$ cat src/rtl/isp_bus_pkg.sv
// Shared constants, the arbiter state type and a small round-robin helper
// for the frame-memory bus.
package isp_bus_pkg;

  localparam int ADDR_W       = 19;
  localparam int DATA_W       = 32;
  localparam int FRAME_W      = 320;
  localparam int FRAME_H      = 240;
  localparam int PAD_IN_BYTES = (322 * 242);
  localparam int OUT_BYTES    = (FRAME_W * FRAME_H);

  typedef enum logic [1:0] {
    IDLE,
    WRITE,
    READ,
    RECOVER
  } bus_arb_state_t;

  // Next round-robin position after client idx, wrapping at n.
  function automatic int rr_wrap_inc(input int idx, input int n);
    return ((idx + 1) >= n) ? 0 : (idx + 1);
  endfunction

endpackage

$ cat src/rtl/bus_arbiter_rr_pick.sv
// Combinational rotating-priority pick: the first requester at or after
// ptr (wrapping) wins. Requests are rotated so ptr lands on bit 0, a plain
// lowest-bit-first priority chain selects, and the grant is rotated back.
module rr_pick #(
  parameter int N     = 3,
  parameter int PTR_W = $clog2(N)
) (
  input  logic [N-1:0]     req,
  input  logic [PTR_W-1:0] ptr,
  output logic [N-1:0]     gnt,
  output logic             valid
);

  logic [N-1:0] rot_req;
  logic [N-1:0] rot_gnt;
  logic [N:0]   seen;

  // Bit i of rot_req is client (ptr + i) mod N.
  assign rot_req = N'({req, req} >> ptr);

  // seen[i] is set when any rotated request below bit i is active.
  assign seen[0] = 1'b0;

  genvar gi;
  generate
    for (gi = 0; gi < N; gi++) begin : g_prio
      assign rot_gnt[gi]  = rot_req[gi] & ~seen[gi];
      assign seen[gi + 1] = seen[gi] | rot_req[gi];
    end
  endgenerate

  // Undo the rotation: the upper half of the doubled, left-shifted grant
  // holds the grant in client order.
  assign gnt   = N'(({rot_gnt, rot_gnt} << ptr) >> N);
  assign valid = seen[N];

endmodule

$ cat src/rtl/bus_arbiter.sv
// Round-robin arbiter that shares the single frame-memory bus master port
// among NUM_CLIENTS requesters. Each client uses a req/done (or err)
// handshake; the arbiter runs the bus write/read handshake itself and a
// watchdog aborts transactions that never complete.
module bus_arbiter #(
  parameter int NUM_CLIENTS = 3,
  parameter int ADDR_W      = isp_bus_pkg::ADDR_W,
  parameter int DATA_W      = isp_bus_pkg::DATA_W,
  parameter int TIMEOUT     = 1024
) (
  input  logic                          clk,
  input  logic                          reset_n,
  input  logic [NUM_CLIENTS-1:0]        c_req,
  input  logic [NUM_CLIENTS-1:0]        c_we,
  input  logic [NUM_CLIENTS*ADDR_W-1:0] c_addr,
  input  logic [NUM_CLIENTS*DATA_W-1:0] c_wdata,
  output logic [NUM_CLIENTS-1:0]        c_gnt,
  output logic [NUM_CLIENTS-1:0]        c_done,
  output logic [NUM_CLIENTS-1:0]        c_err,
  output logic [DATA_W-1:0]             c_rdata,
  output logic                          write,
  output logic [ADDR_W-1:0]             write_addr,
  output logic [DATA_W-1:0]             iData,
  input  logic                          write_done,
  output logic                          read,
  output logic [ADDR_W-1:0]             read_addr,
  input  logic [DATA_W-1:0]             oData,
  input  logic                          oValid,
  input  logic                          read_done
);

  import isp_bus_pkg::*;

  localparam int PTR_W = $clog2(NUM_CLIENTS);
  // TIMEOUT == 0 disables the watchdog; keep the counter 1 bit wide then.
  localparam int WD_W  = (TIMEOUT > 0) ? $clog2(TIMEOUT + 1) : 1;
  localparam bit WD_EN = (TIMEOUT > 0);
  localparam logic [WD_W-1:0] WD_LAST = WD_W'((TIMEOUT > 0) ? (TIMEOUT - 1) : 0);
  localparam logic [NUM_CLIENTS-1:0] ONE_HOT0 = NUM_CLIENTS'(1);

  bus_arb_state_t state_reg, state_next;
  logic [PTR_W-1:0]       ptr_reg, ptr_next;
  logic [PTR_W-1:0]       idx_reg, idx_next;
  logic [ADDR_W-1:0]      addr_reg, addr_next;
  logic [DATA_W-1:0]      wdata_reg, wdata_next;
  logic [DATA_W-1:0]      rdata_reg, rdata_next;
  logic [WD_W-1:0]        wd_cnt_reg, wd_cnt_next;
  logic [NUM_CLIENTS-1:0] done_reg, done_next;
  logic [NUM_CLIENTS-1:0] err_reg, err_next;

  logic [NUM_CLIENTS-1:0] pick_gnt;
  logic                   pick_valid;
  logic [PTR_W-1:0]       pick_idx;
  logic                   wd_expire;

  // read_done is informational only; sequencing relies on oValid.
  logic unused_read_done;
  assign unused_read_done = read_done;

  logic [ADDR_W-1:0] addr_arr  [NUM_CLIENTS];
  logic [DATA_W-1:0] wdata_arr [NUM_CLIENTS];

  genvar gi;
  generate
    for (gi = 0; gi < NUM_CLIENTS; gi++) begin : g_unpack
      assign addr_arr[gi]  = c_addr[gi*ADDR_W +: ADDR_W];
      assign wdata_arr[gi] = c_wdata[gi*DATA_W +: DATA_W];
    end
  endgenerate

  rr_pick #(
    .N     (NUM_CLIENTS),
    .PTR_W (PTR_W)
  ) u_pick (
    .req   (c_req),
    .ptr   (ptr_reg),
    .gnt   (pick_gnt),
    .valid (pick_valid)
  );

  // One-hot pick to client index.
  always_comb begin
    pick_idx = '0;
    for (int i = 0; i < NUM_CLIENTS; i++) begin
      if (pick_gnt[i]) pick_idx = PTR_W'(i);
    end
  end

  assign wd_expire = WD_EN && (wd_cnt_reg == WD_LAST);

  // Next-state, capture and watchdog logic; completion has priority over timeout.
  always_comb begin
    state_next  = state_reg;
    ptr_next    = ptr_reg;
    idx_next    = idx_reg;
    addr_next   = addr_reg;
    wdata_next  = wdata_reg;
    rdata_next  = rdata_reg;
    wd_cnt_next = wd_cnt_reg;
    done_next   = '0;
    err_next    = '0;
    case (state_reg)
      IDLE: begin
        if (pick_valid) begin
          idx_next    = pick_idx;
          addr_next   = addr_arr[pick_idx];
          wdata_next  = wdata_arr[pick_idx];
          wd_cnt_next = '0;
          state_next  = c_we[pick_idx] ? WRITE : READ;
        end
      end
      WRITE: begin
        if (write_done) begin
          done_next[idx_reg] = 1'b1;
          state_next         = RECOVER;
        end else if (wd_expire) begin
          err_next[idx_reg] = 1'b1;
          state_next        = RECOVER;
        end else begin
          wd_cnt_next = wd_cnt_reg + WD_W'(1);
        end
      end
      READ: begin
        if (oValid) begin
          rdata_next         = oData;
          done_next[idx_reg] = 1'b1;
          state_next         = RECOVER;
        end else if (wd_expire) begin
          err_next[idx_reg] = 1'b1;
          state_next        = RECOVER;
        end else begin
          wd_cnt_next = wd_cnt_reg + WD_W'(1);
        end
      end
      RECOVER: begin
        ptr_next   = PTR_W'(rr_wrap_inc(int'(idx_reg), NUM_CLIENTS));
        state_next = IDLE;
      end
      default: state_next = IDLE;
    endcase
  end

  // State and datapath registers; reset clears everything so the bus drops at once.
  always_ff @(posedge clk or negedge reset_n) begin
    if (!reset_n) begin
      state_reg  <= IDLE;
      ptr_reg    <= '0;
      idx_reg    <= '0;
      addr_reg   <= '0;
      wdata_reg  <= '0;
      rdata_reg  <= '0;
      wd_cnt_reg <= '0;
      done_reg   <= '0;
      err_reg    <= '0;
    end else begin
      state_reg  <= state_next;
      ptr_reg    <= ptr_next;
      idx_reg    <= idx_next;
      addr_reg   <= addr_next;
      wdata_reg  <= wdata_next;
      rdata_reg  <= rdata_next;
      wd_cnt_reg <= wd_cnt_next;
      done_reg   <= done_next;
      err_reg    <= err_next;
    end
  end

  assign write      = (state_reg == WRITE);
  assign read       = (state_reg == READ);
  assign write_addr = addr_reg;
  assign read_addr  = addr_reg;
  assign iData      = wdata_reg;
  assign c_gnt      = (write || read) ? (ONE_HOT0 << idx_reg) : '0;
  assign c_done     = done_reg;
  assign c_err      = err_reg;
  assign c_rdata    = rdata_reg;

endmodule

$ cat config.mk
export PLATFORM = sky130hd
export DESIGN_NAME = bus_arbiter
export DESIGN_NICKNAME = d
export VERILOG_FILES = /design/src/rtl/isp_bus_pkg.sv /design/src/rtl/bus_arbiter_rr_pick.sv /design/src/rtl/bus_arbiter.sv
export SDC_FILE = /design/constraint.sdc
export NUM_CORES = 1
export LEC_CHECK = 0
export BUFFER_PORTS_ARGS = -buffer_cell sky130_fd_sc_hd__buf_2
export CAP_MARGIN = 40
export CORE_AREA = 4 4 118 120
export DETAILED_ROUTE_END_ITERATION = 7
export DIE_AREA = 0 0 122 124
export GPL_TIMING_DRIVEN = 1
export PLACE_DENSITY = 0.76
export SYNTH_ARGS = -nofsm -noshare
export SYNTH_HDL_FRONTEND = slang
export SYNTH_SLANG_ARGS = --single-unit
$ cat constraint.sdc
create_clock -name clk -period 3.3 [get_ports clk]
set_clock_uncertainty 0.2 [all_clocks]
set_input_delay 0.99 -clock clk [delete_from_list [all_inputs] [get_ports clk]]
set_output_delay 0.99 -clock clk [all_outputs]
set_load 0.01 [all_outputs]
==> impl_metrics.env <==
export IMPL_ys_types=52
export IMPL_final_common_cell="buf_2"
export IMPL_cts_setup_buffers=0
export IMPL_chipWidth_microns=122
export IMPL_cp_max_fo=6
export IMPL_start_util_pct=40.6
export IMPL_synth_edff_count=0
export IMPL_drtIter0Drc=272
export IMPL_antenna_left=0
export IMPL_cts_tree="yes"
export IMPL_syn_avg_cell_area_sq_um=11.3
export IMPL_tns_ns=0
export IMPL_dpl_instance_area_sq_um=6880
export IMPL_cpMostUsedCell="inv_1"
export IMPL_clkTransAtPathRegs_ns=0.07
export IMPL_slew_headroom_pct=62.4
export IMPL_holdWs_ns=0.300
export IMPL_period_share_pct=94.2
export IMPL_critPathSlowestCell="or3b_2"
export IMPL_yosysWarningCount=0
export IMPL_startpoint_type="flip-flop"
export IMPL_fin_util_pct=55.3
export IMPL_crit_chain="inv_1, ha_1, or3b_2, inv_1, buf_2"
export IMPL_mostFrequentLayoutCells="buf_2 (306), dfrtp_1 (106), o21ai_0 (61)"
export IMPL_worstHoldPathType="reg -> reg"
export IMPL_max_freq_ghz=0.322
export IMPL_drc=0
export IMPL_grt_start_max_net_pins=54
export IMPL_end_kind="output port"
export IMPL_numCtsBuffers=9
export IMPL_critPathTopFamily="simple AND/OR/NAND/NOR gates"
export IMPL_root_buffer="clkbuf_16"
export IMPL_core_area_sq_um=13000
export IMPL_status="finished clean"
export IMPL_dr_pass1_iters=4
export IMPL_async_flop_share_pct=100
export IMPL_slowest_delay_ns=0.48
export IMPL_hpwl_mm=11.6
export IMPL_overflow=0
export IMPL_post_route_cell_area_sq_um=7180
export IMPL_rsz0062_at_grt="false"
export IMPL_period_minus_slack_ns=3.11
export IMPL_drive_gt1_share_pct=50.3
export IMPL_ys_ff_latch=106
export IMPL_clockBufferDepth=2
export IMPL_rows=42
export IMPL_crit_type="reg -> out"
export IMPL_syn_inst=465
export IMPL_via_count=4667
export IMPL_port_buffers=307
export IMPL_power_mw=6.31
export IMPL_pin_count=309
export IMPL_final_hold_violation_count=0
export IMPL_worst_path_buf_inv=3
export IMPL_cp_arrival_ns=1.92
export IMPL_required_ns=2.11
export IMPL_clk_latency_ns=0.34
export IMPL_htreeDepth=3
export IMPL_hold_buffers=0
export IMPL_grt_usage_pct=19.9
export IMPL_drt_wl_total_mm=15.1
export IMPL_wl_per_cell_microns=16.4
export IMPL_clock_sinks=106
export IMPL_syn_to_final_growth_pct=36.2
export IMPL_grt_pass1_vias=4634
export IMPL_setup_viol=0
export IMPL_fp_dieH_microns=124
export IMPL_slew_violations=0
export IMPL_grt_pass1_wl_mm=23.5
export IMPL_cts_resized_gates=0
export IMPL_fin_nets=947
export IMPL_vias_per_cell=5.05
export IMPL_seq_area_frac_synth_pct=50.3
export IMPL_ys_flop_type="dfrtp_1"
export IMPL_insertedDiodeCount=0
export IMPL_max_cap_violations=0
export IMPL_die_area_sq_um=15100
export IMPL_antenna_found_initial=0
export IMPL_syn_area_sq_um=5280
export IMPL_peakVddDrop_mv=0.342
export IMPL_powerDensity_nw_per_um2=878
export IMPL_power_leakage_nw=3.77
export IMPL_gp_congestion=0.832
export IMPL_worstMarginPinSlew_ns=0.560
export IMPL_synth_fp_nets=669
## synth_stat cells (2+ instances only)
library cell  instances  share of area, %
dfrtp_1             106                50
o21ai_0              61               5.8
a22oi_1              52               7.4
mux2i_1              52               9.9
mux2_2               33               7.0
buf_4                19               2.7
clkbuf_1             17               1.2
nand2_1              17               1.2
nor2_1               13              0.93
inv_1                11              0.78
ha_1                  8               1.9
buf_2                 7              0.66
a21oi_1               5              0.47
nand3_1               5              0.47
a22o_1                4              0.66
nand3b_1              4              0.57
buf_1                 3              0.21
nor2b_1               3              0.36
o22ai_1               3              0.36
or4_1                 3              0.43
a211oi_1              2              0.28
a21o_1                2              0.28
a31oi_1               2              0.24
nand4_1               2              0.24
nor3_1                2              0.19
nor3_2                2              0.38
o211ai_1              2              0.28
## power by group
part | internal (mW) | total, mW | switching [mW]
clock | 0.615 | 1.09 | 0.475
sequential | 1.88 | 2.24 | 0.358
combinational | 1.36 | 2.98 | 1.62
## per-stage QoR
step	cells	worst slack [ns]
CTS	924	0.180
finish	924	0.193
detailed placement	908	0.564
floorplan	465	0.555
global placement	908	0.583
global route	924	0.0766
## cell families after synthesis
family / count (synthesis) / share of synthesized area (%)
flip-flops: 106 / 50.3
AND/OR/NAND/NOR: 62 / 6.67
AO/OA/AOI/OAI: 144 / 18.0
buffers and inverters: 60 / 6.26
adder cells (fa/ha/maj): 8 / 1.90
multiplexers: 85 / 16.9
## worst reg2reg max path, delay by kind of cell (launching register included)
kind / cells / cell delay (ns)
compound gates: 2 / 0.47
fa+ha+maj: 1 / 0.26
buf+inv: 1 / 0.13
simple gates: 3 / 0.79
flops: 1 / 0.46
## final timing paths
| kind | startpoint | end | slack [ns] | cells past startpoint |
|---|---|---|---|---|
| setup / recovery | state_reg[1] | c_gnt[0] | 0.19 | 5 |
| hold / removal | c_rdata[13] | c_rdata[13] | 0.30 | 1 |
| setup reg to reg | state_reg[1] | wd_cnt_reg[3] | 0.93 | 7 |
| hold reg to reg | c_rdata[13] | c_rdata[13] | 0.30 | 1 |
| max in group asynchronous | reset_n | iData[2] | 1.82 | 2 |
| min in group asynchronous | reset_n | wd_cnt_reg[2] | 0.42 | 1 |
## metal layers
layer	share of wire, %	GRT usage (%)	vias up
met2	53	34.3	172
met5	0	0	-
met4	0.98	4.62	0
li1	-	-	2258
met3	7.0	5.81	10
met1	39	24.7	2227
## area by class of cell
type | instances | area, sq um
clock buffers | 11 | 243
repair buffers | 316 | 1660
well taps | 176 | 220
clock inverters | 5 | 61.3
fillers | 1206 | 5800
multi-input cells | 299 | 2310
inverters | 11 | 41.3
flip-flops and latches | 106 | 2650
(Power assumes the default switching activity.)
